==> src/rtl/icache_refill_ctrl.sv <==
// Miss/refill sequencer for the direct-mapped instruction cache.
// Optional memory-request timeout with sticky ERR: define ICACHE_REFILL_TIMEOUT_EN.
//
// state  | meaning
// IDLE   | watching HitWrite; miss latches address/index and raises MM_REQ
// REQ    | MM_REQ held until MM_RDY (or timeout when enabled)
// FILL   | one-cycle Access_MM strobe with the captured word
// SETTLE | one cycle for the cache's registered hit flag to update
module icache_refill_ctrl #(
  parameter int INDEX_W = 3,
  parameter int CNT_W   = 20,
  parameter int TIMEOUT = 64
) (
  input  logic               CLK,
  input  logic               RESET_N,
  input  logic [31:0]        PC,
  input  logic               HitWrite,
  input  logic               MM_RDY,
  input  logic [31:0]        MM_RDATA,
  output logic               MM_REQ,
  output logic [31:0]        MM_ADDR,
  output logic [INDEX_W-1:0] index,
  output logic               Access_MM,
  output logic [31:0]        Data_MM,
  output logic               STALL,
  output logic               BUSY,
  output logic               ERR,
  output logic [CNT_W-1:0]   CNT_REFILL,
  output logic [CNT_W-1:0]   CNT_STALL
);

  typedef enum logic [1:0] {
    IDLE   = 2'd0,
    REQ    = 2'd1,
    FILL   = 2'd2,
    SETTLE = 2'd3
  } state_t;

  state_t             r_state;
  state_t             w_next;
  logic               r_mm_req;
  logic [31:0]        r_mm_addr;
  logic [31:0]        r_data;
  logic [INDEX_W-1:0] r_index;
  logic [CNT_W-1:0]   r_cnt_refill;
  logic [CNT_W-1:0]   r_cnt_stall;
  logic               w_miss;
  logic               w_rdy;
  logic               w_timeout;
  logic               w_unused;

  assign w_miss   = (r_state == IDLE) && !HitWrite;
  assign w_rdy    = (r_state == REQ) && MM_RDY;
  assign w_unused = &{1'b0, PC[1:0]};

`ifdef ICACHE_REFILL_TIMEOUT_EN
  localparam int TO_W = $clog2(TIMEOUT + 1);

  logic [TO_W-1:0] r_to_cnt;
  logic            r_err;

  // Down-counter loaded on the miss; terminal count in REQ without MM_RDY aborts.
  assign w_timeout = (r_state == REQ) && !MM_RDY && (r_to_cnt == '0);

  always_ff @(posedge CLK or negedge RESET_N) begin
    if (!RESET_N) begin
      r_to_cnt <= '0;
      r_err    <= 1'b0;
    end else begin
      if (w_miss)
        r_to_cnt <= TO_W'(TIMEOUT - 1);
      else if ((r_state == REQ) && (r_to_cnt != '0))
        r_to_cnt <= r_to_cnt - 1'b1;
      if (w_timeout)
        r_err <= 1'b1;
    end
  end

  assign ERR = r_err;
`else
  localparam int unused_timeout = TIMEOUT;

  assign w_timeout = 1'b0;
  assign ERR       = 1'b0;
`endif

  always_ff @(posedge CLK or negedge RESET_N) begin
    if (!RESET_N)
      r_state <= IDLE;
    else
      r_state <= w_next;
  end

  always_comb begin
    w_next = r_state;
    case (r_state)
      IDLE:    if (!HitWrite) w_next = REQ;
      REQ: begin
        if (MM_RDY)
          w_next = FILL;
        else if (w_timeout)
          w_next = IDLE;
      end
      FILL:    w_next = SETTLE;
      SETTLE:  w_next = IDLE;
      default: w_next = IDLE;
    endcase
  end

  always_comb begin
    STALL     = 1'b1;
    BUSY      = 1'b1;
    Access_MM = 1'b0;
    index     = r_index;
    case (r_state)
      IDLE: begin
        STALL = ~HitWrite;
        BUSY  = 1'b0;
        index = PC[INDEX_W+1:2];
      end
      FILL:    Access_MM = 1'b1;
      default: ;
    endcase
  end

  always_ff @(posedge CLK or negedge RESET_N) begin
    if (!RESET_N) begin
      r_mm_req  <= 1'b0;
      r_mm_addr <= '0;
      r_data    <= '0;
      r_index   <= '0;
    end else begin
      if (w_miss) begin
        r_mm_req  <= 1'b1;
        r_mm_addr <= {PC[31:2], 2'b00};
        r_index   <= PC[INDEX_W+1:2];
      end
      if (w_rdy) begin
        r_mm_req <= 1'b0;
        r_data   <= MM_RDATA;
      end else if (w_timeout) begin
        r_mm_req <= 1'b0;
      end
    end
  end

  // Statistics saturate at all-ones instead of wrapping.
  always_ff @(posedge CLK or negedge RESET_N) begin
    if (!RESET_N) begin
      r_cnt_refill <= '0;
      r_cnt_stall  <= '0;
    end else begin
      if ((r_state == FILL) && (r_cnt_refill != '1))
        r_cnt_refill <= r_cnt_refill + 1'b1;
      if (STALL && (r_cnt_stall != '1))
        r_cnt_stall <= r_cnt_stall + 1'b1;
    end
  end

  assign MM_REQ     = r_mm_req;
  assign MM_ADDR    = r_mm_addr;
  assign Data_MM    = r_data;
  assign CNT_REFILL = r_cnt_refill;
  assign CNT_STALL  = r_cnt_stall;

endmodule

==> config.mk <==
export PLATFORM = sky130hd
export DESIGN_NAME = icache_refill_ctrl
export DESIGN_NICKNAME = d
export VERILOG_FILES = /design/src/rtl/icache_refill_ctrl.sv
export SDC_FILE = /design/constraint.sdc
export NUM_CORES = 1
export LEC_CHECK = 0
export ABC_AREA = 1
export CAP_MARGIN = 0
export CORE_UTILIZATION = 57
export CTS_CLUSTER_DIAMETER = 120
export DETAILED_ROUTE_END_ITERATION = 10
export DONT_BUFFER_PORTS = 1
export GPL_TIMING_DRIVEN = 0
export PLACE_DENSITY = 0.75
export SLEW_MARGIN = 10
export SYNTH_ARGS = -nofsm -noshare
export SYNTH_HDL_FRONTEND = slang
export SYNTH_SLANG_ARGS = --single-unit
==> constraint.sdc <==
create_clock -name CLK -period 1.56 [get_ports CLK]
set_input_delay 0.468 -clock CLK [delete_from_list [all_inputs] [get_ports CLK]]
set_output_delay 0.468 -clock CLK [all_outputs]
set_load 0.02 [all_outputs]
# --- Word level (Yosys, flattened, before mapping) ---
# Cells that the tools add are included.
op_classes:
  n_addsub: 2
  n_eq_ne: 7
  mux: 9
  n_bitwise: 1
  reduce_logical: 8
op_table:
  columns: ["cell", "n"]
  rows:
  - ["$add A20 B1 Y20 const B", 2]
  - ["$ne A20 B20 Y1 const B", 2]
  - ["$pmux W2 S4", 1]
  - ["$mux W1", 5]
  - ["$eq A2 B2 Y1 const B", 2]
  - ["$logic_and A1 B1 Y1", 4]
  - ["$mux W2", 2]
  - ["$ne A2 B2 Y1 const B", 2]
  - ["$mux W3", 1]
  - ["$eq A2 B1 Y1 const B", 1]
  - ["$logic_not A2 Y1", 1]
  - ["$reduce_and A2 Y1", 1]
  - ["$reduce_bool A2 Y1", 1]
  - ["$logic_not A1 Y1", 1]
  - ["$not A1 Y1", 1]
totals:
  register_bits: 108
  input_bits: 68
  out_inout_bits: 112
  wordCells: 34

# --- Depth between registers and ports, before layout ---
depth:
  word_depth: 4
  depth_mapped: 10
  mapped_depth_nobuf: 10

# --- Worst setup path after synthesis ---
# Ideal clock, no wire load.
synth_timing:
  path_type: "reg-to-output"
  start: "reg r_state[0]"
  end: "out index[0]"
  t_arrival_ps: 1237
  t_required_ps: 1092
  path_slack_ps: -145
  stages_incl_launch_ff: 5
  n_path_buf: 0
  cell_sequence: "dfrtp_1 -> inv_1 -> ha_1 -> inv_2 -> o21ai_0"
synth_via:
  elab_chain_cells: 2
synth_rtl:
  columns: ["item", "line_no", "rtl"]
  rows:
  - ["start, declared", "39", "state_t r_state;"]
  - ["start signal, assigned", "91", "r_state <= w_next;"]
  - ["$logic_not A2 Y1", "115", "case (r_state)"]
  - ["$mux W3", "115", null]
  - ["end, declared", "22", "output logic [INDEX_W-1:0] index,"]
# No other way between the ends.

# --- Worst setup path in the final report ---
layout_timing:
  start: "reg r_state[1]"
  end: "out index[1]"
# Same word-level chain as after synthesis.

==> summary.md <==
| Metric | Value |
|---|---|
| Required time worst endpoint | `1.09 ns` |
| Met3 GRT Util | `9.83%` |
| Final Max Tran Viols | `0` |
| Final Util | `72.4%` |
| Crit path capture type | `primary output` |
| Critical Path Source | `r_state[1]` |
| Clock share of power | `14.9%` |
| Most frequent cells in the layout | `nand2_1 (210), dfrtp_1 (68), dfrtp_2 (37), inv_1 (36), nand2_2 (36)` |
| Layout cells sized above 1 | `37.1%` |
| H-tree depth | `3` |
| Row cnt | `34` |
| VDD IR-drop max | `1.09 mV` |
| Die ar. | `0.00938 sq mm` |
| CP top delay family | `flip-flops` |
| Initial Util | `58.8%` |
| Met1 usage | `28.5%` |
| R2R cell count | `7` |
| Final wirelength | `12300 microns` |
| Slowest-stage cell, CP | `dfrtp_1` |
| Status | `complete, but fails checks` |
| Overall power | `11.3 mW` |
| DR vias | `4087` |
| Violated checks | `negative hold slack, negative setup slack` |
| Antenna-violating nets left | `0` |
| Min Hold Slack | `-0.227 ns` |
| Commonest non-fill, non-tap cell in the layout | `nand2_1` |
| GR Overflow Total | `0` |
| Adder-Cell Fraction of Synth Area | `1.22%` |
| Pwr/cell area | `1790 mW/mm^2` |
| Wire per inst | `16.5 microns` |
| CTS Root Cell | `clkbuf_8` |
| Multiplexer share of the synthesized area | `7.61%` |
| Total CTS buffers | `9` |
| RSZ-0062 raised after global routing | `yes` |
| GPL Wtd Cong | `0.950` |
| Initial antenna violation count | `0` |
| First-pass GRT wire length | `18900 microns` |
| Reg2Reg Setup Slack | `-0.17 ns` |
| Peak fanout along the critical path | `8` |
| Post-synthesis compound-gate area fraction | `2.44%` |
| Fillers | `586` |
| Worst hold path class | `input port to async pin` |
| Dpl hpwl | `7980 microns` |
| Fin crit share | `117%` |
| Sequential element share of the synthesized area | `51.2%` |
| IO Port Bufs | `0` |
| Syn Std Cell Area | `0.00513 sq mm` |
| Area growth from synthesis to layout | `23.1%` |
| Start of the worst register-to-register path | `r_state[1]` |
| Psw | `4.99 mW` |
| Worst Setup Start Kind | `flip-flop` |
| Post-route setup slack | `-0.265 ns` |
| Clock sink count | `105` |
| Fmax | `0.548 GHz` |
| DRT Pass-1 Iters | `5` |
| Maximum clock path buffer count | `2` |
| Critical Path Sink | `index[1]` |
| Vias in the first global route | `3973` |
| Post-Synth Simple-Gate Area | `28.2%` |
| Leakage | `2.96 nW` |
| Flip-flop and latch count after synthesis | `105` |
| Die height | `96.9 microns` |
| RR Endpoint | `MM_ADDR[19]` |
| Syn. warnings | `0` |
| Vias per inst | `5.51` |
| Flop pwr share | `51.1%` |
| Hold Fails Final Rpt | `105` |
| Critical Path AT | `1.36 ns` |
| Residual DRC | `0` |
| Buffer and inverter count on the worst path | `2` |
| Synthesized instance count | `590` |
| Crit path kind | `flip-flop to primary output` |
| Comb pwr share | `34.0%` |
| Top Ports | `180` |
| Crit path cell chain | `inv_2, ha_4, inv_8, nand2_1, o21ai_4` |
| Synth Area per Inst | `8.69 sq um` |
| GR Layer Usage met2 | `43.4%` |
| Clock transition at the registers of the reported paths | `0.12 ns` |
| Internal Dissipation | `6.33 mW` |
| Core ar. | `0.00872 sq mm` |
| Net count, final | `702` |
| CP Depth | `5` |
| CP max stage delay | `0.41 ns` |
| Initial DRC count | `186` |
| Die Width | `96.9 microns` |
| GR peak layer | `met2` |
| Setup-failing EPs final | `54` |
| Min Tclk post-route | `1.83 ns` |
| CTS tree | `done` |
| GRT Total Usage | `25.2%` |
| Main combinational cell family by area after synthesis | `simple AND/OR/NAND/NOR gates` |
| Final Skew | `0.0169 ns` |
| Sw frac | `44.1%` |
| Synth cell types | `30` |
| Ant diodes | `0` |
| Largest net degree at the start of global routing | `106` |
| Post-Synth XOR/XNOR Area | `3.24%` |
| Clock latency on the worst-skew pair | `0.37 ns` |
| Max-cap violations | `0` |
-- cells by family after synthesis --
kind of cell	count (synthesis)
compound gates	22
xor+xnor	19
fa+ha+maj	5
buf+inv	65
flops	105
mux	27
other cells	1
simple gates	346
-- how the worst min path moves through the flow --
stage | from | endpoint | slack (ns) | cells past startpoint
after global placement | RESET_N | CNT_REFILL[5] | 0.18 | 0
after CTS | RESET_N | CNT_STALL[13] | -0.25 | 0
final | RESET_N | CNT_STALL[5] | -0.23 | 0
after detailed placement | RESET_N | CNT_REFILL[5] | 0.18 | 0
after floorplan | RESET_N | CNT_REFILL[0] | 0.17 | 0
after global routing | RESET_N | CNT_STALL[5] | -0.27 | 0
-- layout make-up --
cell class | count | area [sq um] | share of cell area (%)
well taps | 108 | 135 | 2.14
multi-input cells | 422 | 2660 | 42.1
clock buffers | 10 | 138 | 2.18
repair buffers | 26 | 273 | 4.32
flip-flops and latches | 105 | 2670 | 42.3
clock inverters | 6 | 56.3 | 0.891
inverters | 48 | 200 | 3.17
plain buffers | 17 | 181 | 2.87
-- state kept, by name, summed over array words and instances (netlist names) --
name / cells
Data_MM: 32
MM_REQ: 1
CNT_REFILL: 20
r_state: 2
CNT_STALL: 20
r_index: 2
MM_ADDR: 28
-- metal layers --
layer	share of wire [%]	up-vias
met5	0	-
met4	2.0	0
met3	8.0	31
met2	51	200
met1	39	1954
li1	-	1902
-- Yosys cell counts --
master / count / share of area, %
a21oi_1: 3 / 0.29
buf_2: 1 / 0.097
buf_4: 3 / 0.44
buf_6: 7 / 1.5
clkbuf_1: 6 / 0.44
conb_1: 1 / 0.073
dfrtp_1: 105 / 51
ha_1: 5 / 1.2
inv_1: 44 / 3.2
inv_2: 4 / 0.29
mux2_2: 4 / 0.88
mux2_4: 23 / 6.7
nand2_1: 249 / 18
nand2_2: 3 / 0.37
nand2_4: 2 / 0.44
nand3_1: 20 / 2.0
nand3_2: 1 / 0.20
nand3_4: 1 / 0.34
nand3b_1: 5 / 0.73
nand4_1: 7 / 0.85
nor2_1: 44 / 3.2
nor2_2: 5 / 0.61
nor2_4: 2 / 0.44
nor3_1: 5 / 0.49
nor3_2: 1 / 0.20
o21ai_0: 15 / 1.5
o21ai_2: 4 / 0.68
or2_1: 1 / 0.12
xnor2_1: 12 / 2.0
xor2_1: 7 / 1.2
-- power groups by stage --
stage | registers [mW] | logic, mW | clock network [mW]
2_1_floorplan | 5.47 | 2.30 | 0
3_3_place_gp | 5.72 | 2.57 | 0
3_5_place_dp | 5.72 | 2.73 | 0
4_1_cts | 5.75 | 3.22 | 1.73
5_1_grt | 5.90 | 4.17 | 1.82
6_report | 5.79 | 3.85 | 1.68
-- what timing repair did --
item,in CTS,in global routing
buffers inserted,7,15
endpoints found under the setup margin,99,94
gates resized for setup,65,143
hold endpoints to repair,105,105
pin swaps,8,33
gates cloned,3,1
-- per-stage QoR --
stage	setup TNS, ns	setup WS, ns	std cells	cell area, sq um
2_1_floorplan	-0.425	-0.0762	592	5160
3_3_place_gp	-7.26	-0.192	700	5300
3_5_place_dp	-11.64	-0.242	700	5300
4_1_cts	-7.10	-0.260	726	5790
5_1_grt	-10.61	-0.333	742	6320
6_report	-6.19	-0.265	742	6320
(Power assumes the default switching activity.)
